`src/rtl/ram_fir_delay_ctrl_if.sv`:
```
// Sample handshake, tap-RAM ports and tap stream of the FIR delay-line controller.
// The controller uses the slave modport; the sample source / RAM / MAC side uses master.
interface ram_fir_delay_ctrl_if #(
  parameter int DWIDTH = 16,
  parameter int AWIDTH = 9,
  parameter int TAPS   = 16
);
  localparam int TIDX_W = $clog2(TAPS);

  logic [DWIDTH-1:0] sample_i;
  logic              sample_valid_i;
  logic              ready_o;
  logic [DWIDTH-1:0] ram_wrdata_o;
  logic [AWIDTH-1:0] ram_wraddr_o;
  logic              ram_wren_o;
  logic [AWIDTH-1:0] ram_rdaddr_o;
  logic [DWIDTH-1:0] ram_rddata_i;
  logic [DWIDTH-1:0] tap_data_o;
  logic [TIDX_W-1:0] tap_idx_o;
  logic              tap_valid_o;
  logic              tap_last_o;

  modport slave (
    input  sample_i, sample_valid_i, ram_rddata_i,
    output ready_o, ram_wrdata_o, ram_wraddr_o, ram_wren_o, ram_rdaddr_o,
    output tap_data_o, tap_idx_o, tap_valid_o, tap_last_o
  );

  modport master (
    output sample_i, sample_valid_i, ram_rddata_i,
    input  ready_o, ram_wrdata_o, ram_wraddr_o, ram_wren_o, ram_rdaddr_o,
    input  tap_data_o, tap_idx_o, tap_valid_o, tap_last_o
  );
endinterface

```
`src/rtl/ram_fir_delay_ctrl.sv`:
```
// Circular delay-line controller: writes each accepted sample at the head pointer, then
// sweeps the newest TAPS RAM words newest-first and streams them out with index/last flags.
module ram_fir_delay_ctrl #(
  parameter int DWIDTH = 16,
  parameter int AWIDTH = 9,
  parameter int TAPS   = 16
) (
  input  logic                 clk_i,
  input  logic                 srst_i,
  ram_fir_delay_ctrl_if.slave  bus_io
);
  localparam int TIDX_W = $clog2(TAPS);
  localparam logic [TIDX_W-1:0] LAST_IDX = TIDX_W'(TAPS - 1);

  typedef enum logic [1:0] {
    IDLE  = 2'd0,
    WRITE = 2'd1,
    READ  = 2'd2,
    DRAIN = 2'd3
  } state_e;

  state_e              state_q;
  logic                ready_q;
  logic                wren_q;
  logic [AWIDTH-1:0]   wraddr_q;
  logic [DWIDTH-1:0]   wrdata_q;
  logic [AWIDTH-1:0]   rdaddr_q;
  logic [AWIDTH-1:0]   wr_ptr_q;

  logic                iss_vld_q;
  logic [TIDX_W-1:0]   iss_idx_q;
  logic                iss_last_q;

  logic                rd_vld_q;
  logic [TIDX_W-1:0]   rd_idx_q;
  logic                rd_last_q;

  logic                tap_valid_q;
  logic [TIDX_W-1:0]   tap_idx_q;
  logic                tap_last_q;
  logic [DWIDTH-1:0]   tap_data_q;

  logic                accept_s;
  logic [TIDX_W-1:0]   idx_d;
  logic [AWIDTH-1:0]   rdaddr_d;

  assign accept_s = bus_io.sample_valid_i & ready_q;
  assign idx_d    = iss_idx_q + TIDX_W'(1);
  // Older taps sit below the head; natural modulo wrap walks across address 0.
  assign rdaddr_d = wr_ptr_q - AWIDTH'(idx_d);

  // Sequencer: one write slot, a TAPS-long read sweep, then a drain slot that may accept again.
  always_ff @(posedge clk_i) begin
    if (srst_i) begin
      state_q    <= IDLE;
      ready_q    <= 1'b1;
      wren_q     <= 1'b0;
      wraddr_q   <= '0;
      wrdata_q   <= '0;
      rdaddr_q   <= '0;
      wr_ptr_q   <= '0;
      iss_vld_q  <= 1'b0;
      iss_idx_q  <= '0;
      iss_last_q <= 1'b0;
    end else begin
      wren_q     <= 1'b0;
      iss_vld_q  <= 1'b0;
      iss_last_q <= 1'b0;
      case (state_q)
        IDLE, DRAIN: begin
          if (accept_s) begin
            state_q  <= WRITE;
            ready_q  <= 1'b0;
            wren_q   <= 1'b1;
            wraddr_q <= wr_ptr_q;
            wrdata_q <= bus_io.sample_i;
          end else begin
            state_q <= IDLE;
            ready_q <= 1'b1;
          end
        end
        WRITE: begin
          state_q   <= READ;
          rdaddr_q  <= wr_ptr_q;
          iss_vld_q <= 1'b1;
          iss_idx_q <= '0;
        end
        READ: begin
          if (iss_idx_q == LAST_IDX) begin
            state_q  <= DRAIN;
            ready_q  <= 1'b1;
            wr_ptr_q <= wr_ptr_q + AWIDTH'(1);
          end else begin
            rdaddr_q   <= rdaddr_d;
            iss_vld_q  <= 1'b1;
            iss_idx_q  <= idx_d;
            iss_last_q <= (idx_d == LAST_IDX);
          end
        end
        default: begin
          state_q <= IDLE;
          ready_q <= 1'b1;
        end
      endcase
    end
  end

  // Tap pipeline: flags track the RAM read latency, then one output stage carries data and flags together.
  always_ff @(posedge clk_i) begin
    if (srst_i) begin
      rd_vld_q    <= 1'b0;
      rd_idx_q    <= '0;
      rd_last_q   <= 1'b0;
      tap_valid_q <= 1'b0;
      tap_idx_q   <= '0;
      tap_last_q  <= 1'b0;
      tap_data_q  <= '0;
    end else begin
      rd_vld_q    <= iss_vld_q;
      rd_idx_q    <= iss_idx_q;
      rd_last_q   <= iss_last_q;
      tap_valid_q <= rd_vld_q;
      tap_idx_q   <= rd_idx_q;
      tap_last_q  <= rd_last_q;
      if (rd_vld_q) begin
        tap_data_q <= bus_io.ram_rddata_i;
      end else begin
        tap_data_q <= tap_data_q;
      end
    end
  end

  assign bus_io.ready_o      = ready_q;
  assign bus_io.ram_wren_o   = wren_q;
  assign bus_io.ram_wraddr_o = wraddr_q;
  assign bus_io.ram_wrdata_o = wrdata_q;
  assign bus_io.ram_rdaddr_o = rdaddr_q;
  assign bus_io.tap_valid_o  = tap_valid_q;
  assign bus_io.tap_idx_o    = tap_idx_q;
  assign bus_io.tap_last_o   = tap_last_q;
  assign bus_io.tap_data_o   = tap_data_q;
endmodule

```
`src/flat_wrapper.sv`:
```
// flat-port wrapper written by rule: the top's interface ports become plain ports
module ram_fir_delay_ctrl_flat 
#(
  parameter int DWIDTH = 16,
  parameter int AWIDTH = 9,
  parameter int TAPS   = 16
)
  (clk_i, srst_i, bus_io_sample_i, bus_io_sample_valid_i, bus_io_ram_rddata_i, bus_io_ready_o, bus_io_ram_wrdata_o, bus_io_ram_wraddr_o, bus_io_ram_wren_o, bus_io_ram_rdaddr_o, bus_io_tap_data_o, bus_io_tap_idx_o, bus_io_tap_valid_o, bus_io_tap_last_o);
  ram_fir_delay_ctrl_if #(.DWIDTH(DWIDTH), .AWIDTH(AWIDTH), .TAPS(TAPS)) bus_io_i ();
  input  logic clk_i;
  input  logic srst_i;
  input wire logic [$bits(bus_io_i.sample_i)-1:0] bus_io_sample_i;
  input wire logic [$bits(bus_io_i.sample_valid_i)-1:0] bus_io_sample_valid_i;
  input wire logic [$bits(bus_io_i.ram_rddata_i)-1:0] bus_io_ram_rddata_i;
  output wire logic [$bits(bus_io_i.ready_o)-1:0] bus_io_ready_o;
  output wire logic [$bits(bus_io_i.ram_wrdata_o)-1:0] bus_io_ram_wrdata_o;
  output wire logic [$bits(bus_io_i.ram_wraddr_o)-1:0] bus_io_ram_wraddr_o;
  output wire logic [$bits(bus_io_i.ram_wren_o)-1:0] bus_io_ram_wren_o;
  output wire logic [$bits(bus_io_i.ram_rdaddr_o)-1:0] bus_io_ram_rdaddr_o;
  output wire logic [$bits(bus_io_i.tap_data_o)-1:0] bus_io_tap_data_o;
  output wire logic [$bits(bus_io_i.tap_idx_o)-1:0] bus_io_tap_idx_o;
  output wire logic [$bits(bus_io_i.tap_valid_o)-1:0] bus_io_tap_valid_o;
  output wire logic [$bits(bus_io_i.tap_last_o)-1:0] bus_io_tap_last_o;
  assign bus_io_i.sample_i = bus_io_sample_i;
  assign bus_io_i.sample_valid_i = bus_io_sample_valid_i;
  assign bus_io_i.ram_rddata_i = bus_io_ram_rddata_i;
  assign bus_io_ready_o = bus_io_i.ready_o;
  assign bus_io_ram_wrdata_o = bus_io_i.ram_wrdata_o;
  assign bus_io_ram_wraddr_o = bus_io_i.ram_wraddr_o;
  assign bus_io_ram_wren_o = bus_io_i.ram_wren_o;
  assign bus_io_ram_rdaddr_o = bus_io_i.ram_rdaddr_o;
  assign bus_io_tap_data_o = bus_io_i.tap_data_o;
  assign bus_io_tap_idx_o = bus_io_i.tap_idx_o;
  assign bus_io_tap_valid_o = bus_io_i.tap_valid_o;
  assign bus_io_tap_last_o = bus_io_i.tap_last_o;
  ram_fir_delay_ctrl #(.DWIDTH(DWIDTH), .AWIDTH(AWIDTH), .TAPS(TAPS)) u_core (.clk_i(clk_i), .srst_i(srst_i), .bus_io(bus_io_i));
endmodule
```
`config.mk`:
```
export PLATFORM = sky130hd
export DESIGN_NAME = ram_fir_delay_ctrl_flat
export DESIGN_NICKNAME = d
export VERILOG_FILES = /design/src/rtl/ram_fir_delay_ctrl_if.sv /design/src/rtl/ram_fir_delay_ctrl.sv /design/src/flat_wrapper.sv
export SDC_FILE = /design/constraint.sdc
export NUM_CORES = 1
export LEC_CHECK = 0
export ABC_AREA = 1
export CORE_MARGIN = 1.5
export CORE_UTILIZATION = 50
export DETAILED_ROUTE_END_ITERATION = 8
export DONT_BUFFER_PORTS = 1
export MAX_ROUTING_LAYER = met4
export SYNTH_ARGS = -nofsm -noshare
export SYNTH_HDL_FRONTEND = slang
export SYNTH_SLANG_ARGS = --single-unit
```
`constraint.sdc`:
```
create_clock -name clk_i -period 2.5 [get_ports clk_i]
set_input_delay 0.25 -clock clk_i [delete_from_list [all_inputs] [get_ports clk_i]]
set_output_delay 0.25 -clock clk_i [all_outputs]
set_load 0.05 [all_outputs]
```
==> impl_metrics.py, run 1 <==
metrics = {
    "route": {
        "drt-initial-drc-count": 122,
        "vias": 2671,
        "post_drt_wl_per_cell_um": 13.45,
        "drt_wl_total_um": 6983,
        "drcViolationCount": 0,
        "vias_per_cell": 5.146,
        "dr.pass1.iters": 4,
        "ant_nets": 0,
    },
    "layout": {
        "nets": 483,
        "syn2layout_area_growth_pct": 7.902,
        "final_cell_mix": "nor2_1, dfxtp_1, o21ai_0, nand2_1, inv_1",
        "fill_cells": 613,
        "final_common_cell": "nor2_1",
        "drive_gt1_frac": 0.07014,
        "diodes": 0,
        "instances_no_fill": 519,
    },
    "clocking": {
        "htree_levels": 3,
        "cts_buffers": 9,
        "cts_tree": "yes",
        "cts.sink_count": 81,
        "clockRootBuffer": "clkbuf_8",
        "cts_resized": 0,
        "insertion_delay_ns": 0.35,
        "clockBufferDepth": 2,
        "clk_pin_slew_worst_paths_ns": 0.09,
    },
    "critical_path": {
        "start_kind": "register",
        "path_cells": "inv_1 > ha_1 > fa_1 > nand2_1 > nor2_1 > nor2_1 > nand3_1 > nand2_1 > nand3_1 > nand2_1 > inv_1",
        "path_delay_family": "adder cells",
        "cp.arrival_ns": 2.28,
        "cp_slowest_cell": "fa_1",
        "path_max_fanout": 5,
        "cp_num_buf_inv": 2,
        "end_kind": "register",
        "max_stage_delay_ns": 0.45,
        "path_common_cell": "nand2_1",
        "worst-setup-path-type": "register to register",
        "cp.required_ns": 2.75,
    },
    "synth": {
        "synth_area_sq_um": 3309,
        "synth_cells": 437,
        "avgSynthCellArea_sq_um": 7.573,
        "synth_area_leaders": "dfxtp_1, nor2_1, o21ai_0, nand2_1, inv_1",
        "synth.top_cell.area_share": 0.4900,
        "yosysWarnings": 0,
        "synth_cell_types": 30,
        "yosysTopAreaCell": "dfxtp_1",
        "yosys_register_bits": 81,
        "mappedNetlistNets": 483,
        "synth_seq_area_share": 0.4900,
    },
    "timing": {
        "period_share": 0.8089,
        "clock-skew-final_ns": 0.009774,
        "fmax_mhz": 494.5,
        "relSlewSlack": 0.4384,
        "tightest_slew_ns": 0.8415,
        "whs_ns": 0.02538,
        "setup_viol": 0,
        "rsz0062_at_grt": "false",
        "tns_ns": 0,
        "hold_viol_final": 0,
        "drv_slew": 0,
        "finalCriticalPeriod_ns": 2.022,
    },
    "grt": {
        "grtUsageTotal": 0.2056,
        "grt_max_degree": 31,
        "grtUsageMet2": 0.3207,
        "use_met1": 0.2588,
        "met3_usage": 0.03835,
        "grt-ovfl-total": 0,
        "busiest_layer": "met2",
        "grt_pass1_vias": 2453,
        "antenna_found_initial": 0,
        "grt_pass1_wl_um": 11440,
    },
    "die": {
        "coreArea_sq_um": 6386,
        "ios": 93,
        "fp.dieW_um": 84.36,
        "rows": 29,
        "initial_core_util": 0.5182,
        "fp.dieH_um": 84.36,
        "die-area_sq_um": 7116,
    },
    "power": {
        "leakage_nw": 1.562,
        "max-vdd-ir-drop_v": 0.0008752,
        "power_density_nw_per_um2": 1283,
    },
    "place": {
        "hpwl_um": 4823,
        "gp_congestion": 0.7990,
        "io_buffers": 0,
        "dp.cells": 502,
    },
    "run": {
        "cap_viol_max_count": 0,
    },
    "min_path": {
        "holdCritPathClass": "input pin to register",
    },
    "status": {
        "outcome": "finished clean",
    },
}
-- cell families after synthesis --
| kind of cell | after synthesis | share of synthesized area |
|---|---|---|
| DFF | 81 | 0.4900 |
| xor gates and xnor gates | 3 | 0.007941 |
| adders and majority gates | 11 | 0.04386 |
| and+or+nand+nor | 200 | 0.2601 |
| buffers and inverters | 63 | 0.07864 |
| AOI/OAI and AO/OA | 79 | 0.1195 |
-- stage by stage --
stage / utilization / setup slack [ns] / total power, W / cell area (sq um)
global route: 0.5592 / 0.2652 / 0.004860 / 3571
detailed placement: 0.5259 / 0.4801 / 0.003630 / 3358
CTS: 0.5592 / 0.4699 / 0.004621 / 3571
floorplan: - / 0.6406 / 0.003414 / 3309
global placement: 0.5259 / 0.5250 / 0.003609 / 3358
finish: 0.5592 / 0.4779 / 0.004582 / 3571
-- worst paths after layout --
kind                  startpoint                             to  slack [ns]  depth (start not counted)
max          u_core.iss_idx_q[0]  u_core.bus_io.ram_rdaddr_o[6]        0.48                         11
min reg2reg   u_core.rd_idx_q[1]     u_core.bus_io.tap_idx_o[1]        0.40                          2
min           bus_io_sample_i[1]  u_core.bus_io.ram_wrdata_o[1]        0.03                          2
max reg2reg  u_core.iss_idx_q[0]  u_core.bus_io.ram_rdaddr_o[6]        0.48                         11
-- report_power, final --
group | leakage (nW) | internal [W] | total, W | switching (W)
combinational | 0.797 | 0.000352 | 0.00105 | 0.000696
clock | 0.105 | 0.000499 | 0.000990 | 0.000491
sequential | 0.660 | 0.00157 | 0.00254 | 0.000978
total | 1.56 | 0.00242 | 0.00458 | 0.00217
-- area by class of cell --
cell class / count / area, sq um / area share
sequential: 81 / 1622 / 0.4541
multi-input combinational: 293 / 1428 / 0.3998
inverter: 46 / 175.2 / 0.04905
clock buffer: 11 / 141.4 / 0.03959
tap: 77 / 96.34 / 0.02698
clock inverter: 5 / 61.31 / 0.01717
timing repair buffer: 6 / 47.55 / 0.01331
-- registers in the layout, indices dropped and copies added (netlist names), 2 cells and up --
signal                      flops
u_core.bus_io.ram_wrdata_o     16
u_core.bus_io.tap_data_o       16
u_core.bus_io.ram_rdaddr_o      9
u_core.bus_io.ram_wraddr_o      9
u_core.wr_ptr_q                 9
u_core.bus_io.tap_idx_o         4
u_core.iss_idx_q                4
u_core.rd_idx_q                 4
u_core.state_q                  2
-- layer usage --
metal | vias up | part of all wire
met2 | 64 | 0.47
met1 | 1208 | 0.47
met4 | 0 | 0.014
met3 | 9 | 0.053
met5 | - | 0
li1 | 1390 | -
-- synthesized netlist by cell type --
cell / n
nor2_1: 110
dfxtp_1: 81
o21ai_0: 57
nand2_1: 52
inv_1: 42
a21oi_1: 19
nand3_1: 19
clkbuf_1: 11
ha_1: 10
nand4_1: 7
nor2_4: 3
o21ai_1: 3
buf_2: 2
buf_6: 2
inv_2: 2
nor3_1: 2
xnor2_1: 2
buf_1: 1
buf_4: 1
clkinv_1: 1
fa_1: 1
inv_4: 1
nand2_4: 1
nand3_2: 1
nand3b_1: 1
nand4_4: 1
nor2_2: 1
nor3b_1: 1
or2_2: 1
xor2_1: 1
-- timing repair --
item                      in CTS  in global routing
hold endpoints to repair      18                  0
hold buffers                   1                  0
buffers inserted               0                  0
Note: power is estimated with default switching activity, not from simulation.
==> inputs of run 2 (changes only) <==
--- a/config.mk
+++ b/config.mk
@@ -11,6 +11,7 @@
 export DETAILED_ROUTE_END_ITERATION = 8
 export DONT_BUFFER_PORTS = 1
 export MAX_ROUTING_LAYER = met4
+export PLACE_DENSITY = 0.68
 export SYNTH_ARGS = -nofsm -noshare
 export SYNTH_HDL_FRONTEND = slang
 export SYNTH_SLANG_ARGS = --single-unit
==> constraint.sdc (replaced) <==
create_clock -name clk_i -period 1.75 [get_ports clk_i]
set_input_delay 0.175 -clock clk_i [delete_from_list [all_inputs] [get_ports clk_i]]
set_output_delay 0.175 -clock clk_i [all_outputs]
set_load 0.05 [all_outputs]
==> run 2 against run 1 <==
The run now ends with hold timing left. Total power is 60% higher. Die area stayed put. First-iteration DRC count is 11% lower. Core utilization is 15 points higher. Critical endpoint is now u_core.bus_io.ram_rdaddr_o[7]. Largest power group unchanged.
==> impl_metrics.py, run 2 (same netlist as run 1, synthesis figures left out) <==
metrics = {
    "place": {
        "hpwl_um": 5016,
        "gp_congestion": 0.8532,
        "io_buffers": 0,
    },
    "clocking": {
        "cts_hold_buf": 44,
        "clk_pin_slew_worst_paths_ns": 0.09,
        "clockBufferDepth": 2,
        "clockRootBuffer": "clkbuf_8",
        "htree_levels": 3,
        "insertion_delay_ns": 0.35,
        "cts_buffers": 9,
        "cts_tree": "yes",
        "cts.sink_count": 81,
    },
    "layout": {
        "diodes": 0,
        "drive_gt1_frac": 0.1761,
        "syn2layout_area_growth_pct": 36.37,
        "nets": 553,
        "final_common_cell": "nor2_1",
        "final_cell_mix": "nor2_1, dfxtp_1, o21ai_0, nand2_1, dlygate4sd3_1",
        "finish.utilization": 0.7067,
    },
    "grt": {
        "grt_pass1_wl_um": 13190,
        "grtUsageMet2": 0.4065,
        "grt_max_degree": 40,
        "grt_pass1_vias": 2877,
        "busiest_layer": "met2",
        "use_met1": 0.2719,
        "grt-ovfl-total": 0,
        "antenna_found_initial": 0,
        "met3_usage": 0.04818,
        "grtUsageTotal": 0.2367,
    },
    "timing": {
        "clock-skew-final_ns": 0.01579,
        "relSlewSlack": 0.6225,
        "finalCriticalPeriod_ns": 1.677,
        "tightest_slew_ns": 0.5654,
        "setup_viol": 0,
        "drv_slew": 0,
        "hold_viol_final": 11,
        "rsz0062_at_grt": "true",
        "fmax_mhz": 596.4,
        "whs_ns": -0.1145,
        "period_share": 0.9582,
    },
    "die": {
        "fp.dieW_um": 84.36,
        "initial_core_util": 0.5182,
        "ios": 93,
        "fp.dieH_um": 84.36,
        "rows": 29,
        "die-area_sq_um": 7116,
        "coreArea_sq_um": 6386,
    },
    "critical_path": {
        "cp.arrival_ns": 1.92,
        "start_kind": "register",
        "cp.required_ns": 2.00,
        "path_max_fanout": 4,
        "rr_worst_depth": 11,
        "worst-setup-path-type": "register to register",
        "end_kind": "register",
    },
    "route": {
        "dr.pass1.iters": 4,
        "vias": 2998,
        "ant_nets": 0,
        "drt_wl_total_um": 8055,
        "vias_per_cell": 5.099,
        "post_drt_wl_per_cell_um": 13.70,
        "drcViolationCount": 0,
        "drt-initial-drc-count": 108,
    },
    "min_path": {
        "holdCritPathClass": "input pin to register",
        "holdPathStages": 1,
    },
    "status": {
        "violations": "hold timing",
        "outcome": "finished with violations",
    },
    "run": {
        "cap_viol_max_count": 0,
    },
    "power": {
        "max-vdd-ir-drop_v": 0.001122,
        "leakage_nw": 1.953,
        "power_density_nw_per_um2": 1622,
    },
}
## run 2: cell count changes in the layout (fill, tap and decap cells not counted), sizes merged
cell | before | now
clkbuf | 11 | 9
clkinvlp | 0 | 1
inv | 48 | 47
bufinv | 1 | 3
buf | 5 | 32
clkinv | 2 | 1
dlygate4sd3 | 1 | 44
## run 2: cell type report
cell class                 instances  area (sq um)
fill                             509          1873
multi-input combinational        293          1643
sequential                        81          1633
timing repair buffer              76         721.9
inverter                          46         180.2
clock buffer                       9         123.9
clock inverter                     6         115.1
tap                               77         96.34
## run 2: final timing paths
kind,from,to,slack [ns]
worst max-delay path,u_core.iss_idx_q[0],u_core.bus_io.ram_rdaddr_o[7],0.07
worst min-delay path,srst_i,u_core.bus_io.ram_rdaddr_o[3],-0.11
worst max register to register,u_core.iss_idx_q[0],u_core.bus_io.ram_rdaddr_o[7],0.07
worst min register to register,u_core.wr_ptr_q[8],u_core.wr_ptr_q[8],0.50
## run 2: per-stage QoR
step / power [W] / setup WS (ns) / area [sq um] / cells / setup TNS [ns]
after CTS: 0.007203 / 0.0004101 / 4352 / 586 / 0
after global placement: 0.005391 / -0.07340 / 3611 / 527 / -0.1799
after global routing: 0.007739 / -0.03916 / 4513 / 588 / -0.1383
final: 0.007322 / 0.07316 / 4513 / 588 / 0
after detailed placement: 0.005445 / -0.1408 / 3611 / 527 / -0.4503
after floorplan: 0.004888 / -0.005519 / 3337 / 437 / -0.005519
## run 2: what timing repair did
| item | CTS | global route |
|---|---|---|
| endpoints found under the hold margin | 56 | 9 |
| gates resized for setup | 13 | 31 |
| pin swaps | 6 | 16 |
| buffers inserted | 0 | 2 |
| endpoints found under the setup margin | 7 | 7 |
## run 2: critical path, cell delays in order (launching register included)
cell and delay [ns]:
dfxtp_4 0.41, inv_4 0.06, ha_4 0.22, buf_6 0.12, ha_4 0.25, nand2_1 0.05
nand2_2 0.11, nand3_4 0.10, nand3_1 0.08, nand3_1 0.07, nand2_1 0.07, inv_1 0.03
## run 2: where the power goes
part           switching [W]  total, W  leakage [nW]  internal (W)
sequential           0.00123   0.00347         0.663       0.00224
combinational        0.00135   0.00222          1.17      0.000869
clock               0.000689   0.00164         0.116      0.000950
total                0.00327   0.00732          1.95       0.00406
## run 2: metal layers
metal,wire [um],part of all wire
met1,3306,0.41
met2,4218,0.52
met3,409,0.051
met4,121,0.015
met5,0,0
